[config.mk]
export PLATFORM = sky130hd
export DESIGN_NAME = ddr_frame_scheduler
export DESIGN_NICKNAME = d
export VERILOG_FILES = /design/src/rtl/ddr_frame_scheduler.sv
export SDC_FILE = /design/constraint.sdc
export NUM_CORES = 1
export LEC_CHECK = 0
export CORE_MARGIN = 4
export CORE_UTILIZATION = 40
export DETAILED_ROUTE_END_ITERATION = 8
export PLACE_DENSITY_LB_ADDON = 0.1
export SYNTH_ARGS = -nofsm -noshare
export SYNTH_HDL_FRONTEND = slang
export SYNTH_SLANG_ARGS = --single-unit
[constraint.sdc]
create_clock -name i_clk -period 4.9 [get_ports i_clk]
set_input_delay 1.47 -clock i_clk [delete_from_list [all_inputs] [get_ports i_clk]]
set_output_delay 1.47 -clock i_clk [all_outputs]
set_load 0.005 [all_outputs]
[src/rtl/ddr_frame_scheduler.sv]
// ddr_frame_scheduler
// Chooses the next DDR line transfer (camera line write or YUV line read),
// arbitrating round-robin between the two requesters. Tracks a ring of
// N_BUF frame segments so that readout never lands on the frame being written.
//
// Ports:
//   i_clk, i_rst               clock, synchronous active-high reset
//   i_init_calib_complete      DDR ready; no grant while low
//   i_wr_line_avail            write FIFO holds a full line
//   i_rd_line_space            read FIFO can take a full line
//   o_cmd_valid/i_cmd_ready    line command handshake to the DDR engine
//   o_cmd_is_rd, o_cmd_addr    direction and start address of the line
//   o_cmd_beats                beats per line (constant WIDTH/16)
//   i_xfer_done                engine finished the accepted line (1-cycle pulse)
//   o_wr_buf, o_rd_buf         current write / read segment
//   o_rd_active                first frame complete, reads allowed
//   o_wr_frame_done            pulse: last write line of a frame finished
//   o_frame_drop               pulse: finished write frame could not advance
//   o_rd_repeat                pulse: read frame repeats (no newer frame)
module ddr_frame_scheduler #(
  parameter int ADDR_WIDTH = 28,
  parameter int WIDTH      = 1280,
  parameter int HEIGHT     = 720,
  parameter int N_BUF      = 4,
  parameter int BEAT_STEP  = 8
) (
  input  logic                     i_clk,
  input  logic                     i_rst,
  input  logic                     i_init_calib_complete,
  input  logic                     i_wr_line_avail,
  input  logic                     i_rd_line_space,
  output logic                     o_cmd_valid,
  output logic                     o_cmd_is_rd,
  output logic [ADDR_WIDTH-1:0]    o_cmd_addr,
  output logic [15:0]              o_cmd_beats,
  input  logic                     i_cmd_ready,
  input  logic                     i_xfer_done,
  output logic [$clog2(N_BUF)-1:0] o_wr_buf,
  output logic [$clog2(N_BUF)-1:0] o_rd_buf,
  output logic                     o_rd_active,
  output logic                     o_wr_frame_done,
  output logic                     o_frame_drop,
  output logic                     o_rd_repeat
);

  localparam int BW    = $clog2(N_BUF);
  localparam int LW    = (HEIGHT > 1) ? $clog2(HEIGHT) : 1;
  localparam int BEATS = WIDTH / 16;
  // One line is BEATS beats of BEAT_STEP address units (WIDTH/2 for 8),
  // a segment is HEIGHT such lines.
  localparam logic [ADDR_WIDTH-1:0] LINE_STEP = ADDR_WIDTH'(BEATS * BEAT_STEP);
  localparam logic [ADDR_WIDTH-1:0] SEG_SIZE  = ADDR_WIDTH'(BEATS * BEAT_STEP * HEIGHT);
  localparam logic [LW-1:0]         LAST_LINE = LW'(HEIGHT - 1);

  typedef enum logic [1:0] {S_IDLE, S_ISSUE, S_WAIT, S_UPDATE} state_t;

  state_t                r_state, w_next;
  logic [LW-1:0]         r_wr_line, r_rd_line;
  logic [ADDR_WIDTH-1:0] r_wr_off, r_rd_off;     // line offset accumulators
  logic [BW-1:0]         r_wr_buf, r_rd_buf;
  logic                  r_last_grant;           // 0 = write, 1 = read
  logic                  r_rd_active;
  logic                  r_cmd_is_rd;
  logic [ADDR_WIDTH-1:0] r_cmd_addr;
  logic                  r_wr_frame_done, r_frame_drop, r_rd_repeat;

  logic                  w_wr_cand, w_rd_cand, w_grant, w_grant_rd;
  logic [BW-1:0]         w_wr_nxt, w_rd_nxt;
  logic [ADDR_WIDTH-1:0] w_wr_base, w_rd_base;

  assign w_wr_cand = i_wr_line_avail;
  assign w_rd_cand = r_rd_active & i_rd_line_space;
  // N_BUF is a power of 2, so the ring wrap is the natural BW-bit overflow.
  assign w_wr_nxt  = r_wr_buf + BW'(1);
  assign w_rd_nxt  = r_rd_buf + BW'(1);
  // Constant multiplier only; reduces to shifts/adds.
  assign w_wr_base = SEG_SIZE * ADDR_WIDTH'(r_wr_buf);
  assign w_rd_base = SEG_SIZE * ADDR_WIDTH'(r_rd_buf);

  always_comb begin
    w_next     = r_state;
    w_grant    = 1'b0;
    w_grant_rd = 1'b0;
    case (r_state)
      S_IDLE: begin
        if (i_init_calib_complete && (w_wr_cand || w_rd_cand)) begin
          w_grant    = 1'b1;
          // Contested: give it to the side that did not win last time.
          w_grant_rd = (w_wr_cand && w_rd_cand) ? ~r_last_grant : w_rd_cand;
          w_next     = S_ISSUE;
        end
      end
      S_ISSUE:  if (i_cmd_ready) w_next = S_WAIT;
      S_WAIT:   if (i_xfer_done) w_next = S_UPDATE;
      S_UPDATE: w_next = S_IDLE;
      default:  w_next = S_IDLE;
    endcase
  end

  always_ff @(posedge i_clk) begin
    if (i_rst) begin
      r_state         <= S_IDLE;
      r_wr_line       <= '0;
      r_rd_line       <= '0;
      r_wr_off        <= '0;
      r_rd_off        <= '0;
      r_wr_buf        <= '0;
      r_rd_buf        <= '0;
      r_last_grant    <= 1'b1;
      r_rd_active     <= 1'b0;
      r_cmd_is_rd     <= 1'b0;
      r_cmd_addr      <= '0;
      r_wr_frame_done <= 1'b0;
      r_frame_drop    <= 1'b0;
      r_rd_repeat     <= 1'b0;
    end else begin
      r_state         <= w_next;
      r_wr_frame_done <= 1'b0;
      r_frame_drop    <= 1'b0;
      r_rd_repeat     <= 1'b0;

      if (w_grant) begin
        r_cmd_is_rd  <= w_grant_rd;
        r_last_grant <= w_grant_rd;
        r_cmd_addr   <= w_grant_rd ? (w_rd_base + r_rd_off) : (w_wr_base + r_wr_off);
      end

      if (r_state == S_UPDATE) begin
        if (!r_cmd_is_rd) begin
          if (r_wr_line == LAST_LINE) begin
            r_wr_line       <= '0;
            r_wr_off        <= '0;
            r_rd_active     <= 1'b1;
            r_wr_frame_done <= 1'b1;
            // Never step onto the segment being read; overwrite in place.
            if (w_wr_nxt != r_rd_buf) r_wr_buf <= w_wr_nxt;
            else                      r_frame_drop <= 1'b1;
          end else begin
            r_wr_line <= r_wr_line + LW'(1);
            r_wr_off  <= r_wr_off + LINE_STEP;
          end
        end else begin
          if (r_rd_line == LAST_LINE) begin
            r_rd_line <= '0;
            r_rd_off  <= '0;
            // Never step onto the segment being written; replay instead.
            if (w_rd_nxt != r_wr_buf) r_rd_buf <= w_rd_nxt;
            else                      r_rd_repeat <= 1'b1;
          end else begin
            r_rd_line <= r_rd_line + LW'(1);
            r_rd_off  <= r_rd_off + LINE_STEP;
          end
        end
      end
    end
  end

  assign o_cmd_valid     = (r_state == S_ISSUE);
  assign o_cmd_is_rd     = r_cmd_is_rd;
  assign o_cmd_addr      = r_cmd_addr;
  assign o_cmd_beats     = 16'(BEATS);
  assign o_wr_buf        = r_wr_buf;
  assign o_rd_buf        = r_rd_buf;
  assign o_rd_active     = r_rd_active;
  assign o_wr_frame_done = r_wr_frame_done;
  assign o_frame_drop    = r_frame_drop;
  assign o_rd_repeat     = r_rd_repeat;

endmodule

==> reports/summary.txt <==
OUTCOME
---------------------------------------------------------------------------------
Run status                                                           finished clean

LOGIC SYNTHESIS
---------------------------------------------------------------------------------
Syn_area_per_cell                                                        8.05 um2
Number of synthesized flops with an enable pin                                  0
Yosys reg bits                                                                 95
Synth Warn #                                                                    0
Primary flip-flop cell chosen by synthesis mapping                   sky130_fd_sc_hd__dfxtp_1
Cell area after synthesis                                                5480 um2
Sequential area share after synthesis                                       34.7%
Synth Instances                                                               681
Share of flip-flops with an asynchronous set or reset                          0%
Unique masters post-synth                                                      61

GLOBAL ROUTE
---------------------------------------------------------------------------------
Antenna violations before repair                                                0
Vias in the first global route                                               4447
Routing usage on met2                                                       28.1%
GR Layer Usage met1                                                         22.1%
Global Route Usage Sum                                                      17.0%
Grt total ovfl                                                                  0
Global route hottest layer                                                   met2
Met3 track demand over resource in global routing                           2.73%
Maximum number of pins on one net before global-route repair                   30
Wire length of the first global-routing pass                             21900 um

CRITICAL PATH
---------------------------------------------------------------------------------
Critical path required time                                               5.14 ns
Destination of the worst register-to-register timing path            o_cmd_addr[26]
Slowest Stage Delay on Critical Path                                      0.52 ns
Critical Path, Cell by Cell                                          clkdlybuf4s50_1 -> a21o_1 -> nor2b_1 -> nand2_1 -> o32ai_1 -> nor4_1 -> and3_1
Startpoint of the most critical register-to-register path             o_wr_buf[1]
Launching instance or port of the critical path                      i_rd_line_space
Register-to-Register Path Depth                                                 9
CP Capture Point                                                     o_cmd_addr[22]
Cell with the biggest individual delay on the critical path          sky130_fd_sc_hd__nor2b_1
Worst setup path category                                                  in2reg
R2R Setup Slk                                                             2.02 ns
CP Data Arrival Time                                                      3.78 ns
Kind of launch point of the worst setup path                         primary input
Maximum fanout count along the critical path                                   15
Endpoint kind of the worst setup timing path                                 flop

FLOORPLANNING
---------------------------------------------------------------------------------
Vertical die dimension                                                     125 um
Area inside the core boundary                                           13300 um2
Top Ports                                                                      61
Row count                                                                      42
Initial standard-cell utilization of the core                               41.0%
Full die area                                                           15600 um2
Width of the die                                                           125 um

STA
---------------------------------------------------------------------------------
PnR worst setup slack                                                     1.36 ns
Final Slew Violations                                                           0
Max-slew headroom                                                           32.8%
Actual transition at the worst max-transition pin                         1.01 ns
Time the final worst path needs with I/O delays and setup                 3.54 ns
Final clock period utilization by the worst path                            72.1%
Count of final hold-check violations                                            0
Highest clock frequency the design can meet                               283 MHz
Final sum of negative setup slack                                            0 ns
Final number of setup-violating endpoints                                       0
Final worst clock skew                                                 0.00531 ns
RSZ-0062 raised after global routing                                        false

CTS
---------------------------------------------------------------------------------
Clock Latency Late Sink                                                   0.35 ns
Clock root buffer                                                    sky130_fd_sc_hd__clkbuf_16
Maximum root-to-sink buffer count                                               2
Number of instances resized during post-cts repair                              0
Sink Count                                                                     95
Number of buffers added to fix hold violations after cts                        0
Number of H-tree branching levels                                               3
Number of clock buffers inserted by TritonCTS                                   9
Register clock-pin slew on the reported worst setup and hold paths        0.06 ns
Post-CTS setup buffers                                                          0
TritonCTS clock tree                                                        built

FINISH
---------------------------------------------------------------------------------
Total inserted antenna cells                                                    0
Commonest cells after routing, fill and taps aside                   112 x sky130_fd_sc_hd__nor2_1, 95 x sky130_fd_sc_hd__dfxtp_1, 67 x sky130_fd_sc_hd__nand2_1
Final design instance area without fill                                  6120 um2
Leading cell type in the layout, fill and taps excluded              sky130_fd_sc_hd__nor2_1
Final core area utilization                                                 45.8%
Ratio of cells with drive above 1 in the final layout                       4.13%
Area growth from synthesis to layout                                        11.6%
Post-layout net count                                                         738
Filler Cell Count                                                            1368

DRT
---------------------------------------------------------------------------------
Drt total wl                                                             12900 um
Via density per instance                                                     5.16
Routed length per placed instance                                         14.7 um
First-pass iteration count of the detailed router                               4
Starting DRT DRC Count                                                        205
Total via count in the routed design                                         4539
Post-route antenna net violation count                                          0
Remaining design rule violation count                                           0

PLACEMENT
---------------------------------------------------------------------------------
Post-DP HPWL                                                              9940 um
Buffers on Ports                                                               37
Placed Area                                                              5830 um2
Final weighted congestion in routability-driven placement                   0.845
Placement-stage worst setup slack                                         1.05 ns

MIN PATH
---------------------------------------------------------------------------------
Min-Delay Path Class                                                      reg2reg
Origin of the worst min-delay path                                   o_cmd_addr[12]

POWER AND IR DROP
---------------------------------------------------------------------------------
Standby leakage power                                                  0.00221 uW
Maximum ir drop on the vdd rail                                            163 uV
PD cells                                                               286 nW/um2

RUN
---------------------------------------------------------------------------------
Maximum capacitance violations                                                  0

[worst min-delay path by stage]
stage	to	slack, ns	depth (start not counted)
2_1_floorplan	o_cmd_addr[12]	0.45	2
5_1_grt	o_cmd_addr[12]	0.51	2
4_1_cts	r_rd_line[1]	0.49	2
6_report	o_cmd_addr[12]	0.48	2
3_5_place_dp	r_rd_line[1]	0.48	2
3_3_place_gp	r_rd_line[1]	0.47	2
[cell usage after synthesis (2+ instances only)]
cell type                  count  area (um2)
sky130_fd_sc_hd__or2_2         3        18.8
sky130_fd_sc_hd__a21o_1        5        37.5
sky130_fd_sc_hd__or3_1         6        37.5
sky130_fd_sc_hd__o21a_1        4        30.0
sky130_fd_sc_hd__buf_6         2        22.5
sky130_fd_sc_hd__conb_1        2        7.51
sky130_fd_sc_hd__dfxtp_1      95        1900
sky130_fd_sc_hd__nand2b_1      2        12.5
sky130_fd_sc_hd__nand4b_1      3        26.3
sky130_fd_sc_hd__nor3_1       28         140
sky130_fd_sc_hd__xor2_1       28         245
sky130_fd_sc_hd__nor4_1        8        50.1
sky130_fd_sc_hd__buf_4        27         203
sky130_fd_sc_hd__mux2i_1       3        30.0
sky130_fd_sc_hd__clkbuf_1     13        48.8
sky130_fd_sc_hd__a22oi_1       2        15.0
sky130_fd_sc_hd__o21ai_0      17        85.1
sky130_fd_sc_hd__a211o_1       2        17.5
sky130_fd_sc_hd__a31oi_1       2        12.5
sky130_fd_sc_hd__ha_1         30         375
sky130_fd_sc_hd__inv_1        24        90.1
sky130_fd_sc_hd__o211ai_1      2        15.0
sky130_fd_sc_hd__o22ai_1       3        18.8
sky130_fd_sc_hd__a21oi_1      36         180
sky130_fd_sc_hd__nand2_1      67         251
sky130_fd_sc_hd__o31ai_1       4        30.0
sky130_fd_sc_hd__nor2b_1       5        31.3
sky130_fd_sc_hd__buf_2         8        40.0
sky130_fd_sc_hd__buf_1         3        11.3
sky130_fd_sc_hd__nor2_1      112         420
sky130_fd_sc_hd__fa_1          2        40.0
sky130_fd_sc_hd__nand4_1      11        68.8
sky130_fd_sc_hd__nand3b_1      4        30.0
sky130_fd_sc_hd__and3_1        4        25.0
sky130_fd_sc_hd__clkbuf_8      2        27.5
sky130_fd_sc_hd__a311oi_1      7        61.3
sky130_fd_sc_hd__a211oi_1      6        45.0
sky130_fd_sc_hd__and4_1        2        17.5
sky130_fd_sc_hd__nand3_1      27         135
sky130_fd_sc_hd__xnor2_1      49         429
[layout make-up]
cell class              count  area [um2]  share of cell area, %
clock inverters             3        43.8                  0.716
clock buffers              12         246                   4.03
repair buffers             41         400                   6.55
well taps                 176         220                   3.60
flip-flops and latches     95        1900                   31.1
multi-input cells         528        3210                   52.5
inverters                  24        90.1                   1.47
[through the flow]
stage	total power (uW)	hold WS, ns	std cells
2_1_floorplan	987	0.448	702
3_3_place_gp	1060	0.467	864
3_5_place_dp	1070	0.478	864
4_1_cts	1770	0.487	879
5_1_grt	1840	0.512	879
6_report	1750	0.484	879
[state kept, by name, summed over array words and instances, names as in the netlist]
name / count
o_cmd_addr: 21
r_rd_off: 21
r_wr_off: 21
r_rd_line: 10
r_wr_line: 10
o_rd_buf: 2
o_wr_buf: 2
r_state: 2
o_cmd_is_rd: 1
o_frame_drop: 1
o_rd_active: 1
o_rd_repeat: 1
o_wr_frame_done: 1
r_last_grant: 1
[per-layer routing]
layer	vias up	share of wire, %
met3	17	4.4
li1	2302	-
met1	2138	46
met2	82	47
met5	-	0
met4	0	2.3
[power by group]
group / switching [uW] / internal (uW) / total (uW) / leakage (uW)
clock network: 289 / 407 / 696 / 0.000143
registers: 25.2 / 804 / 830 / 0.000767
logic: 119 / 104 / 222 / 0.00130
[worst max-delay path, delay by kind of cell]
family                 cells  cell delay (ns)
and+or+nand+nor            4             1.27
buffers and inverters      1             0.51
AOI/OAI and AO/OA          2             0.53
[cell families after synthesis]
group,synth area share (%)
multiplexers,0.754
AO/OA/AOI/OAI,11.4
adder cells (fa/ha/maj),7.58
buffers and inverters,8.08
XOR/XNOR,12.3
flip-flops,34.7
AND/OR/NAND/NOR,25.0
other,0.137
Note: power is estimated with default switching activity, not from simulation.
